<file path="src/rtl/fsmc_pkg.sv">
// fsmc_pkg: shared definitions for the FSMC asynchronous SRAM/PSRAM sequencer.
//   - FSMC_AW / FSMC_DW : default external address / data widths
//   - DOEN_DRIVE / DOEN_HIZ : per-bit output-enable levels (active-low)
//   - state_e : sequencer state encoding
//   - lowest_bank() : one-hot of the lowest set bank-select bit
package fsmc_pkg;

  localparam int FSMC_AW = 26;
  localparam int FSMC_DW = 16;

  localparam logic [15:0] DOEN_DRIVE = 16'h0000;
  localparam logic [15:0] DOEN_HIZ   = 16'hFFFF;

  typedef enum logic [2:0] {
    S_IDLE = 3'd0,
    S_ADDR = 3'd1,
    S_DATA = 3'd2,
    S_TURN = 3'd3,
    S_ERR  = 3'd4
  } state_e;

  // Priority pick: bit 0 wins over bit 1 and so on; all-zero yields zero.
  function automatic logic [3:0] lowest_bank(input logic [3:0] sel);
    logic [3:0] r;
    r = 4'b0000;
    if (sel[0])      r = 4'b0001;
    else if (sel[1]) r = 4'b0010;
    else if (sel[2]) r = 4'b0100;
    else if (sel[3]) r = 4'b1000;
    return r;
  endfunction

endpackage

</file>
<file path="src/rtl/fsmc_phase_cnt.sv">
// fsmc_phase_cnt: 8-bit loadable down-counter timing the ADDR, DATA and TURN
// phases of the sequencer.
//   clk_i      : clock
//   rst_ni     : synchronous active-low reset
//   load_i     : load load_val_i (takes priority over hold/decrement)
//   hold_i     : freeze the count
//   load_val_i : value to load (phase length minus 1)
//   zero_o     : count has reached zero (last cycle of the phase)
module fsmc_phase_cnt (
  input  logic       clk_i,
  input  logic       rst_ni,
  input  logic       load_i,
  input  logic       hold_i,
  input  logic [7:0] load_val_i,
  output logic       zero_o
);

  logic [7:0] cnt_q;

  always_ff @(posedge clk_i) begin
    if (!rst_ni) begin
      cnt_q <= 8'd0;
    end else if (load_i) begin
      cnt_q <= load_val_i;
    end else if (!hold_i && (cnt_q != 8'd0)) begin
      cnt_q <= cnt_q - 8'd1;
    end
  end

  assign zero_o = (cnt_q == 8'd0);

endmodule

</file>
<file path="src/rtl/fsmc_sram_seq.sv">
// fsmc_sram_seq: asynchronous SRAM/PSRAM bus-cycle sequencer (mode 1 style).
// Accepts one request when idle, latches it together with the bank timing,
// then walks ADDR -> DATA (-> TURN) per 16-bit half. Word accesses run two
// halves, low half first, with the address incremented for the high half.
//   hclk/hresetn        : clock, synchronous active-low reset
//   req*/bank_sel       : request fields, sampled only at the accept edge
//   addset/datast/busturn/waiten : phase timing, sampled at the accept edge
//   fsmc_nwait/fsmc_di  : external wait and read data
//   busy/ack/err/rdata  : status and completion (err/rdata valid with ack)
//   fsmc_*              : external bus pins (all registered)
//   dbg_state           : current sequencer state
//
// Request handshake: req is a valid-style strobe taken on any edge where
// busy is low; there is no separate ready, busy=0 is the ready condition.
module fsmc_sram_seq
  import fsmc_pkg::*;
#(
  parameter int AW = FSMC_AW,
  parameter int DW = FSMC_DW
) (
  input  logic          hclk,
  input  logic          hresetn,
  input  logic          req,
  input  logic          req_write,
  input  logic          req_word,
  input  logic [AW-1:0] req_addr,
  input  logic [31:0]   req_wdata,
  input  logic [1:0]    req_nbl,
  input  logic [3:0]    bank_sel,
  input  logic [3:0]    addset,
  input  logic [7:0]    datast,
  input  logic [3:0]    busturn,
  input  logic          waiten,
  input  logic          fsmc_nwait,
  input  logic [DW-1:0] fsmc_di,
  output logic          busy,
  output logic          ack,
  output logic          err,
  output logic [31:0]   rdata,
  output logic [AW-1:0] fsmc_a,
  output logic [DW-1:0] fsmc_do,
  output logic [DW-1:0] fsmc_doen,
  output logic          fsmc_noe,
  output logic          fsmc_nwe,
  output logic [3:0]    fsmc_ne,
  output logic [1:0]    fsmc_nbl,
  output state_e        dbg_state
);

  state_e        state_q, state_d;
  logic          write_q, write_d, word_q, word_d, waiten_q, waiten_d;
  logic          half_q, half_d, fin_q, fin_d;
  logic [1:0]    nbl_q, nbl_d;
  logic [3:0]    bank_q, bank_d, addset_q, addset_d, busturn_q, busturn_d;
  logic [7:0]    datast_q, datast_d;
  logic [DW-1:0] wdata_hi_q, wdata_hi_d;
  logic [AW-1:0] a_q, a_d;
  logic [DW-1:0] do_q, do_d, doen_q, doen_d;
  logic [31:0]   rdata_q, rdata_d;
  logic          ack_q, ack_d, err_q, err_d, noe_q, noe_d, nwe_q, nwe_d;
  logic [3:0]    ne_q, ne_d;
  logic [1:0]    nblo_q, nblo_d;
  logic          cnt_load, cnt_hold, cnt_zero, last_half, active;
  logic [7:0]    cnt_val;

  fsmc_phase_cnt u_cnt (
    .clk_i      (hclk),
    .rst_ni     (hresetn),
    .load_i     (cnt_load),
    .hold_i     (cnt_hold),
    .load_val_i (cnt_val),
    .zero_o     (cnt_zero)
  );

  assign last_half = !word_q || half_q;

  always_comb begin
    state_d    = state_q;
    write_d    = write_q;
    word_d     = word_q;
    waiten_d   = waiten_q;
    half_d     = half_q;
    fin_d      = fin_q;
    nbl_d      = nbl_q;
    bank_d     = bank_q;
    addset_d   = addset_q;
    busturn_d  = busturn_q;
    datast_d   = datast_q;
    wdata_hi_d = wdata_hi_q;
    a_d        = a_q;
    do_d       = do_q;
    rdata_d    = rdata_q;
    ack_d      = 1'b0;
    err_d      = 1'b0;
    cnt_load   = 1'b0;
    cnt_hold   = 1'b0;
    cnt_val    = 8'd0;

    case (state_q)
      S_IDLE: begin
        if (req) begin
          write_d    = req_write;
          word_d     = req_word;
          waiten_d   = waiten;
          half_d     = 1'b0;
          fin_d      = 1'b0;
          nbl_d      = req_word ? 2'b00 : req_nbl;
          bank_d     = lowest_bank(bank_sel);
          addset_d   = addset;
          busturn_d  = busturn;
          datast_d   = datast;
          wdata_hi_d = req_wdata[31:16];
          a_d        = req_addr;
          if (req_write) do_d = req_wdata[15:0];
          if (bank_sel == 4'b0000) begin
            state_d = S_ERR;
            ack_d   = 1'b1;
            err_d   = 1'b1;
          end else begin
            state_d  = S_ADDR;
            cnt_load = 1'b1;
            cnt_val  = {4'b0000, addset};
          end
        end
      end
      S_ADDR: begin
        if (cnt_zero) begin
          state_d  = S_DATA;
          cnt_load = 1'b1;
          cnt_val  = datast_q;
        end
      end
      S_DATA: begin
        if (cnt_zero) begin
          if (waiten_q && !fsmc_nwait) begin
            cnt_hold = 1'b1;
          end else begin
            if (!write_q) begin
              if (!word_q)     rdata_d = {16'h0000, fsmc_di};
              else if (!half_q) rdata_d = {rdata_q[31:16], fsmc_di};
              else             rdata_d = {fsmc_di, rdata_q[15:0]};
            end
            if (!last_half) begin
              half_d = 1'b1;
              a_d    = a_q + AW'(1);
              if (write_q) do_d = wdata_hi_q;
            end else begin
              ack_d = 1'b1;
              fin_d = 1'b1;
            end
            cnt_load = 1'b1;
            if (busturn_q != 4'd0) begin
              state_d = S_TURN;
              cnt_val = {4'b0000, busturn_q - 4'd1};
            end else if (!last_half) begin
              state_d = S_ADDR;
              cnt_val = {4'b0000, addset_q};
            end else begin
              state_d  = S_IDLE;
              cnt_load = 1'b0;
            end
          end
        end
      end
      S_TURN: begin
        if (cnt_zero) begin
          if (fin_q) begin
            state_d = S_IDLE;
          end else begin
            state_d  = S_ADDR;
            cnt_load = 1'b1;
            cnt_val  = {4'b0000, addset_q};
          end
        end
      end
      S_ERR:   state_d = S_IDLE;
      default: state_d = S_IDLE;
    endcase

    // Pin levels follow the state being entered so every pin is a flop.
    active = (state_d == S_ADDR) || (state_d == S_DATA);
    ne_d   = active ? ~bank_d : 4'hF;
    nblo_d = active ? nbl_d : 2'b11;
    doen_d = (active && write_d) ? DOEN_DRIVE : DOEN_HIZ;
    noe_d  = !((state_d == S_DATA) && !write_d);
    nwe_d  = !((state_d == S_DATA) && write_d);
  end

  always_ff @(posedge hclk) begin
    if (!hresetn) begin
      state_q    <= S_IDLE;
      write_q    <= 1'b0;
      word_q     <= 1'b0;
      waiten_q   <= 1'b0;
      half_q     <= 1'b0;
      fin_q      <= 1'b0;
      nbl_q      <= 2'b11;
      bank_q     <= 4'b0000;
      addset_q   <= 4'd0;
      busturn_q  <= 4'd0;
      datast_q   <= 8'd0;
      wdata_hi_q <= '0;
      a_q        <= '0;
      do_q       <= '0;
      doen_q     <= DOEN_HIZ;
      rdata_q    <= 32'd0;
      ack_q      <= 1'b0;
      err_q      <= 1'b0;
      noe_q      <= 1'b1;
      nwe_q      <= 1'b1;
      ne_q       <= 4'hF;
      nblo_q     <= 2'b11;
    end else begin
      state_q    <= state_d;
      write_q    <= write_d;
      word_q     <= word_d;
      waiten_q   <= waiten_d;
      half_q     <= half_d;
      fin_q      <= fin_d;
      nbl_q      <= nbl_d;
      bank_q     <= bank_d;
      addset_q   <= addset_d;
      busturn_q  <= busturn_d;
      datast_q   <= datast_d;
      wdata_hi_q <= wdata_hi_d;
      a_q        <= a_d;
      do_q       <= do_d;
      doen_q     <= doen_d;
      rdata_q    <= rdata_d;
      ack_q      <= ack_d;
      err_q      <= err_d;
      noe_q      <= noe_d;
      nwe_q      <= nwe_d;
      ne_q       <= ne_d;
      nblo_q     <= nblo_d;
    end
  end

  assign busy      = (state_q != S_IDLE);
  assign ack       = ack_q;
  assign err       = err_q;
  assign rdata     = rdata_q;
  assign fsmc_a    = a_q;
  assign fsmc_do   = do_q;
  assign fsmc_doen = doen_q;
  assign fsmc_noe  = noe_q;
  assign fsmc_nwe  = nwe_q;
  assign fsmc_ne   = ne_q;
  assign fsmc_nbl  = nblo_q;
  assign dbg_state = state_q;

endmodule

</file>
<file path="config.mk">
export PLATFORM = sky130hd
export DESIGN_NAME = fsmc_sram_seq
export DESIGN_NICKNAME = d
export VERILOG_FILES = /design/src/rtl/fsmc_pkg.sv /design/src/rtl/fsmc_phase_cnt.sv /design/src/rtl/fsmc_sram_seq.sv
export SDC_FILE = /design/constraint.sdc
export NUM_CORES = 1
export LEC_CHECK = 0
export CORE_MARGIN = 4
export CORE_UTILIZATION = 40
export CTS_CLUSTER_SIZE = 40
export DETAILED_ROUTE_END_ITERATION = 8
export HOLD_SLACK_MARGIN = 0.03
export PLACE_DENSITY = 0.84
export SLEW_MARGIN = 20
export SYNTH_ARGS = -nofsm -noshare
export SYNTH_HDL_FRONTEND = slang
export SYNTH_HIERARCHICAL = 1
export SYNTH_SLANG_ARGS = --single-unit
</file>
<file path="constraint.sdc">
create_clock -name hclk -period 3 [get_ports hclk]
set_clock_uncertainty 0.15 [all_clocks]
set_input_delay 0.6 -clock hclk [delete_from_list [all_inputs] [get_ports hclk]]
set_output_delay 0.6 -clock hclk [all_outputs]
set_load 0.005 [all_outputs]
</file>
; ---- Word-level counts from Yosys, hierarchy flattened
; Cells that the tools add are included.
[totals]
ff_bits = 154
word_cells = 149
inputBits = 103
[classes]
reduce_logical = 29
bitwise_logic = 3
add_sub_neg = 3
mux = 76
n_eq_ne = 14
[ops]
columns = op, n
row1 = $mux 16, 7
row2 = $mux 26, 4
row3 = $mux 32, 2
row4 = $mux 4, 14
row5 = $pmux 26 s2, 1
row6 = $pmux 16 s2, 1
row7 = $pmux 8 s4, 1
row8 = $mux 1, 28
row9 = $add 26x1->26 const B, 1
row10 = $mux 8, 3
row11 = $reduce_and 5->1, 4
row12 = $mux 3, 6
row13 = $ne 2x2->1 const B, 8
row14 = $pmux 3 s4, 1
row15 = $eq 3x2->1 const B, 3
row16 = $logic_not 8->1, 1
row17 = $mux 2, 4
row18 = $reduce_bool 8->1, 1
row19 = $sub 8x1->8 const B, 1
row20 = $reduce_and 7->1, 1
row21 = $eq 3x1->1 const B, 2
row22 = $logic_not 1->1, 6
row23 = $pmux 1 s2, 3
row24 = $reduce_and 2->1, 3
row25 = other kinds (12), 19

; ---- Longest topological paths before layout
; Gate-level depths: netlist of run 1.
[depth]
word_depth = 11
mapped_depth = 12
depth_no_buf = 11

; ---- By module
; The synthesis of run 1 kept the hierarchy.
[modules_own_cells]
columns = module, cells_each, seq_area_each_um2, area_per_inst_um2, n_inst
row1 = fsmc_sram_seq, 733, 2622.5, 5865.6, 1
row2 = fsmc_phase_cnt, 57, 160.2, 474.2, 1

; ---- Worst setup path after synthesis of run 1
; OpenSTA, ideal clock, no wires.
[synth_path]
kind = reg-to-reg
start = register u_cnt.cnt_q[0]
end = register u_cnt.cnt_q[2]
stages_incl_launch_ff = 13
period_less_slack_ps = 3119
n_path_buf = 1
slack_ps = -119
arrival_ps = 2846
setup_time_ps = 123
cell_sequence = dfxtp_1 -> inv_1 -> ha_1 -> nor3b_1 -> and2_1 -> inv_1 -> nor3_1 -> or4_1 -> clkbuf_1 -> clkinv_1 -> and3_2 -> a221oi_1 -> nor2b_1
[synth_rtl]
columns = element, line_no
row1 = from (decl), fsmc_phase_cnt.sv:18  ; logic [7:0] cnt_q;
row2 = from (signal assigned), fsmc_phase_cnt.sv:24  ; cnt_q <= load_val_i;
row3 = from (signal assigned), fsmc_phase_cnt.sv:26  ; cnt_q <= cnt_q - 8'd1;
row4 = $logic_not 8->1 *, fsmc_phase_cnt.sv:30  ; assign zero_o = (cnt_q == 8'd0);
row5 = via cnt_zero, fsmc_sram_seq.sv:63  ; logic cnt_load, cnt_hold, cnt_zero, last_half, active;
row6 = $mux 1 (on tied branches), "fsmc_sram_seq.sv:166, fsmc_sram_seq.sv:127, fsmc_sram_seq.sv:134"
row7 = $pmux 1 s4 *, fsmc_sram_seq.sv:99  ; case (state_q)
row8 = via cnt_load, fsmc_sram_seq.sv:63
row9 = $mux 8 or $reduce_bool 2->1 (tied branches), --
; The timed path passes the listed nets; every way through them passes the cells marked *. The select of a mux whose other input is x is not followed.
; A chain may end at the register's enable or synchronous reset.

; ---- Worst setup path in the final report of run 1
; Ends and elaborated chain as after synthesis.

==> results.cfg, run 1 <==
[status]
outcome = finished clean

[place]
post-place-ws_ns = -0.129
numPortBuffers = 206
place.gp.congestion = 0.896
dp_hpwl_um = 14000

[timing]
maxSlewHeadroom = 0.560
final_max_slew_viol_count = 0
period_minus_slack_ns = 2.85
fin_hold_ws_ns = 0.301
final_hold_viol_count = 0
tightestPinTransition_ns = 0.660
post-route-period-util = 0.949
timing.final.ws_setup_ns = 0.152
max_clock_freq_ghz = 0.351
report.final.setup_viol = 0

[clock_tree]
clock_latency_ns = 0.42
cts.path.max_buffers = 2
cts_clock_pin_slew_for_the_worst_setup_and_hold_paths_ns = 0.06
cts_num_sinks = 139
tritoncts = built
number_of_clock_buffers_inserted_by_tritoncts = 17
ctsRootBufferMaster = clkbuf_16
cts_max_level = 4
hold_buffers = 0

[power]
power-per-cell-area_nw_per_um2 = 761
power.net_switching_w = 0.00233
share_seq_of_total_power = 0.354
power.ir.vdd_worst_mv = 0.473
p_comb_frac = 0.344
power_leakage_nw = 3.43
p_int_w = 0.00469
switching_share_of_power = 0.332
clockPowerShare = 0.302

[detailed_routing]
via_count = 6532
detail_route.wl_per_cell_um = 16.7
drt_first_iter_violations = 442
drt_first_pass_iters = 5
detail_route.drc_violations = 0
antenna_violating_nets_post_route = 0
wirelength_um = 20000
routed_via_density = 5.46

[synth]
synth.distinct_cells = 70
synth_nets = 898
synth_area_um2 = 6340
synth-main-ff-cell = dfxtp_1
synth_top_family_by_area = simple AND/OR/NAND/NOR gates
synth_simple_gate_area_share = 0.266
synth-xor-area-share = 0.00553
synth_edf_count = 0
postSynthRegisterBits = 139
post_synth_inst_count = 790
async_flop_share = 0
synth_compound_gate_area_share = 0.189
arithmetic_cell_share_of_the_synthesized_area_counting_full_adders_half_adders_and_majority_gates = 0.00987
yosysWarnings = 6
synth.yosys.seq_area_share = 0.439
avgSynthCellArea_um2 = 8.03
post_synth_mux_area_share = 0.0268

[global_routing]
first_global_vias = 6498
use_met3 = 0.0814
globalRouteMet2Util = 0.361
groute.layer.met1.usage = 0.267
top_usage_layer = met2
grt.overflow.total = 0
maximum_number_of_pins_on_one_net_before_global_route_repair = 51
wire_length_of_the_first_global_routing_pass_um = 32300
antenna_violations_before_repair = 0
gr-usage-all-layers = 0.220

[cells_and_area]
final_layout_size_suffix_gt1_frac = 0.0862
area_growth_synth_to_finish_pct = 45.6
num-fill-cells = 1325
nets = 1082
insertedDiodeCount = 0

[die]
initial_core_utilization = 0.412
die_extent_in_y_um = 134
design.die.area_um2 = 17900
floorplan.rows = 45
placeableCoreArea_um2 = 15400
die_w_um = 134
pin_count = 207

[setup_path]
timing_worst_setup_path_type = reg -> reg
setup.worst_path.start_class = register
worstRegToRegCells = 11
rrSetupSlack_ns = 0.15
worst_setup_path_end_kind = register
r2r-end = u_cnt/cnt_q[2]
worstPathMaxFanout = 10
timing.critical_path.required_ns = 3.15
regToRegStartpoint = u_cnt/cnt_q[0]
worst-endpoint-arrival_ns = 3.00

[min_path]
min_to = rdata[25]
timing.hold.worst.start = rdata[25]
worstHoldPathType = reg -> reg
whs_path_cells = 2

[run]
number_of_maximum_capacitance_violations = 0
==> worst max path at each step <==
stage | startpoint | to | cells past startpoint
2_1_floorplan | u_cnt/cnt_q[0] | u_cnt/cnt_q[2] | 12
3_3_place_gp | req | u_cnt/cnt_q[2] | 8
3_5_place_dp | bank_sel[0] | u_cnt/cnt_q[2] | 9
4_1_cts | u_cnt/cnt_q[0] | u_cnt/cnt_q[2] | 11
5_1_grt | u_cnt/cnt_q[0] | u_cnt/cnt_q[2] | 11
6_report | u_cnt/cnt_q[0] | u_cnt/cnt_q[2] | 11
==> cells by family (layout without fill, tap and decap cells) <==
| group | Yosys count | count (layout) |
|---|---|---|
| AOI/OAI and AO/OA | 187 | 187 |
| and+or+nand+nor | 353 | 353 |
| DFF | 139 | 139 |
| xor gates and xnor gates | 4 | 4 |
| adders and majority gates | 5 | 5 |
| buffers and inverters | 85 | 281 |
| muxes | 17 | 17 |
==> cells in the final DEF (no fill, tap or decap), types with 5 or more instances in the layout <==
cell	netlist	final
clkdlybuf4s50_1	0	206
nand2_1	150	150
dfxtp_1	139	139
a21oi_1	79	79
nor2_1	64	63
nand3_1	38	38
o21ai_0	29	29
buf_4	15	25
a311oi_1	21	21
mux2i_1	17	17
clkbuf_16	0	17
nor3_1	18	16
or3_1	14	14
inv_1	14	13
and2_1	13	12
nand4_1	10	10
a31oi_1	7	7
a22oi_1	6	6
clkinv_2	0	6
nand2b_1	5	5
ha_1	5	5
==> critical path: stages (launching register included) <==
cell       delay [ns]
dfxtp_1          0.32
inv_1            0.12
ha_1             0.19
nor3b_2          0.22
and2_2           0.25
nand2_1          0.12
a2111oi_2        0.46
or4_4            0.25
clkinv_2         0.14
and3_2           0.22
a221oi_1         0.22
nor2b_1          0.07
==> layout make-up <==
cell class	instances	area (um2)	share of cell area
clock inverter	11	144	0.0156
timing repair buffer	235	2330	0.252
tap	211	264	0.0286
inverter	15	58.8	0.00637
clock buffer	20	447	0.0484
sequential	139	2780	0.302
multi-input combinational	566	3200	0.347
==> state kept, by name, indices dropped and copies added, names as in the netlist, 2 cells and up <==
| signal | count |
|---|---|
| rdata | 32 |
| fsmc_a | 26 |
| fsmc_do | 16 |
| wdata_hi_q | 16 |
| datast_q | 8 |
| u_cnt/cnt_q | 8 |
| addset_q | 4 |
| bank_q | 4 |
| busturn_q | 4 |
| fsmc_ne | 4 |
| dbg_state | 3 |
| fsmc_nbl | 2 |
| nbl_q | 2 |
==> power by group through the flow <==
stage | Sequential (W) | Combinational, W | Clock [W]
floorplan | 0.00244 | 0.00139 | 0
global placement | 0.00250 | 0.00232 | 0
detailed placement | 0.00250 | 0.00237 | 0
CTS | 0.00248 | 0.00239 | 0.00216
global route | 0.00254 | 0.00266 | 0.00224
finish | 0.00249 | 0.00241 | 0.00212
==> timing repair <==
item | CTS | global route
setup buffers | 0 | 0
resized for setup | 0 | 4
endpoints found under the setup margin | 0 | 27
==> cell usage after synthesis, drive strengths merged (3+ instances only) <==
cell type | number | share of area
a211oi | 4 | 0.0047
a21oi | 79 | 0.062
a22oi | 6 | 0.0071
a311oi | 21 | 0.029
a31o | 3 | 0.0041
a31oi | 7 | 0.0069
a32oi | 3 | 0.0041
and2 | 13 | 0.013
and3 | 5 | 0.0051
and4 | 3 | 0.0041
buf | 21 | 0.026
clkbuf | 49 | 0.029
dfxtp | 139 | 0.44
ha | 5 | 0.0099
inv | 14 | 0.0083
mux2i | 17 | 0.027
nand2 | 150 | 0.089
nand2b | 5 | 0.0049
nand3 | 38 | 0.030
nand3b | 3 | 0.0036
nand4 | 11 | 0.012
nor2 | 64 | 0.038
nor3 | 21 | 0.020
nor3b | 5 | 0.0067
nor4 | 6 | 0.0069
o211ai | 4 | 0.0047
o21ai | 29 | 0.023
o221ai | 4 | 0.0055
o22ai | 3 | 0.0030
o31ai | 4 | 0.0047
or3 | 14 | 0.014
or4 | 4 | 0.0053
xnor2 | 3 | 0.0041
==> stage by stage <==
step                      std cells  setup TNS [ns]  cell area [um2]  utilization  total power (W)
after floorplan                 790               0             6350            -          0.00383
after global placement         1166         -0.0547             8620        0.561          0.00482
after detailed placement       1166          -0.444             8620        0.561          0.00488
after CTS                      1197               0             9210        0.599          0.00703
after global routing           1197        -0.00356             9230        0.600          0.00744
final                          1197               0             9230        0.600          0.00702
==> routing by layer <==
layer	wire, um	vias to the layer above
li1	-	3161
met1	8160	3065
met2	9430	280
met3	2120	26
met4	301	0
met5	0	-
(Power assumes the default switching activity.)
==> inputs of run 2 (changes only) <==
- CORE_MARGIN: 4 -> default
==> results.cfg, run 2 (synthesized netlist as in run 1, its figures left out) <==
[status]
outcome = finished clean

[die]
floorplan.rows = 45
die_w_um = 128
die_extent_in_y_um = 128
pin_count = 207
design.die.area_um2 = 16400
initial_core_utilization = 0.414
placeableCoreArea_um2 = 15300

[place]
dp_hpwl_um = 13200
numPortBuffers = 206
dpl.cell_count = 1166
place.gp.congestion = 0.874

[clock_tree]
cts_max_level = 4
cts_clock_pin_slew_for_the_worst_setup_and_hold_paths_ns = 0.06
number_of_clock_buffers_inserted_by_tritoncts = 17
cts_num_sinks = 139
clock_latency_ns = 0.42
cts.path.max_buffers = 2
tritoncts = built
hold_buffers = 0
post_cts_setup_buffers = 0
ctsRootBufferMaster = clkbuf_16

[detailed_routing]
detail_route.drc_violations = 0
wl_met3_um = 1830
detail_route.wl_per_cell_um = 16.0
via_count = 6529
drt_first_pass_iters = 5
top_layer_used = met4
met2_routed_wl_um = 8880
routed_via_density = 5.45
wirelength_um = 19200
detail_route.wirelength.met1_um = 8000
drt_first_iter_violations = 433
antenna_violating_nets_post_route = 0

[setup_path]
timing_worst_setup_path_type = reg -> reg
worst_setup_path_end_kind = register
critical_path.most_common_cell = inv_1
worst-endpoint-arrival_ns = 3.02
setup.worst_path.start_class = register
cp_slowest_stage_delay_ns = 0.50
timing.critical_path.required_ns = 3.19
worstPathCellList = inv_1, ha_1, nor3b_2, and2_2, inv_1, nor3_1, or4b_1, a211o_1, or3_1, a31oi_1
worstPathMaxFanout = 10
slowest_cell_on_the_critical_path = or4b_1

[timing]
unrepaired_setup_endpoints_after_global_routing = false
post-route-period-util = 0.944
period_minus_slack_ns = 2.83
final_hold_viol_count = 0
maxSlewHeadroom = 0.552
report.final.setup_viol = 0
max_clock_freq_ghz = 0.353
final_max_slew_viol_count = 0
tightestPinTransition_ns = 0.668
setup_total_negative_slack_ns = 0

[cells_and_area]
final_layout_size_suffix_gt1_frac = 0.0862
final_cell_mix = clkdlybuf4s50_1 (206), nand2_1 (150), dfxtp_1 (139), a21oi_1 (79), nor2_1 (63)
flip_flop_count_of_the_largest_register_all_copies_and_words_added = 32
insertedDiodeCount = 0
final_common_cell = clkdlybuf4s50_1
post_layout_nonfiller_instances = 1197
nets = 1082
area_growth_synth_to_finish_pct = 44.8

[min_path]
worstHoldPathType = reg -> reg

[power]
power.ir.vdd_worst_mv = 0.489
power-per-cell-area_nw_per_um2 = 752
power_leakage_nw = 3.40

[global_routing]
antenna_violations_before_repair = 0
grt.overflow.total = 0
wire_length_of_the_first_global_routing_pass_um = 30700
gr-usage-all-layers = 0.237
first_global_vias = 6250
maximum_number_of_pins_on_one_net_before_global_route_repair = 57

[run]
number_of_maximum_capacitance_violations = 0
## run 2: changes by cell type in the layout (fill, tap and decap cells not counted)
| cell | before | now |
|---|---|---|
| buf_12 | 4 | 1 |
| buf_4 | 25 | 28 |
| clkinvlp_4 | 1 | 3 |
| a2111oi_2 | 1 | 0 |
| a2111oi_4 | 0 | 1 |
| bufinv_16 | 3 | 2 |
| clkbuf_1 | 2 | 1 |
| clkbuf_8 | 1 | 2 |
| inv_6 | 2 | 1 |
| xnor2_1 | 2 | 3 |
| xnor2_2 | 1 | 0 |
## run 2: path summary, 6_finish.rpt
| kind | from | slack, ns | cells after the start | end |
|---|---|---|---|---|
| max | u_cnt/cnt_q[0] | 0.17 | 10 | u_cnt/cnt_q[6] |
| max reg2reg | u_cnt/cnt_q[0] | 0.17 | 10 | u_cnt/cnt_q[6] |
| min | rdata[23] | 0.30 | 2 | rdata[23] |
| min reg2reg | rdata[23] | 0.30 | 2 | rdata[23] |
## run 2: stage by stage
step	worst slack [ns]	utilization	total power [W]	hold slack [ns]	cell area [um2]
floorplan	0.0606	-	0.00383	0.282	6350
detailed placement	0.0321	0.560	0.00484	0.292	8580
finish	0.169	0.600	0.00691	0.299	9180
CTS	0.0855	0.598	0.00691	0.301	9160
global placement	0.0138	0.560	0.00478	0.287	8580
global route	0.0410	0.600	0.00733	0.321	9180
## run 2: layer usage
| metal | GRT usage | up-vias |
|---|---|---|
| met3 | 0.0814 | 42 |
| met1 | 0.284 | 3032 |
| li1 | - | 3157 |
| met2 | 0.389 | 298 |
| met5 | 0 | - |
| met4 | 0.0907 | 0 |
## run 2: repair_timing
action | CTS | global route
setup endpoints to repair | 0 | 32
hold endpoints to repair | 0 | 0
gates resized for setup | 0 | 4
## run 2: cell type report
class | count | area (um2)
sequential | 139 | 2780
timing repair buffer | 235 | 2290
inverter | 15 | 58.8
multi-input combinational | 566 | 3210
tap | 211 | 264
fill | 1341 | 6130
clock inverter | 11 | 120
clock buffer | 20 | 457
## run 2: worst max-delay path, delay by kind of cell (launching register included)
family / cells / cell delay [ns]
simple gates: 5 / 1.36
compound gates: 2 / 0.48
flops: 1 / 0.34
fa+ha+maj: 1 / 0.21
buf+inv: 2 / 0.22
## run 2: power by group
part,total (W),leakage (nW),switching (W),internal [W]
Clock,0.00206,0.278,0.000799,0.00126
Combinational,0.00235,1.98,0.00119,0.00116
Sequential,0.00249,1.14,0.000316,0.00218
Total,0.00691,3.40,0.00231,0.00460
==> inputs of run 3 (changes only) <==
- CTS_CLUSTER_SIZE: 40 -> 16
==> results of run 3 <==
Final layout, timing and power as in run 2 (identical DEF).
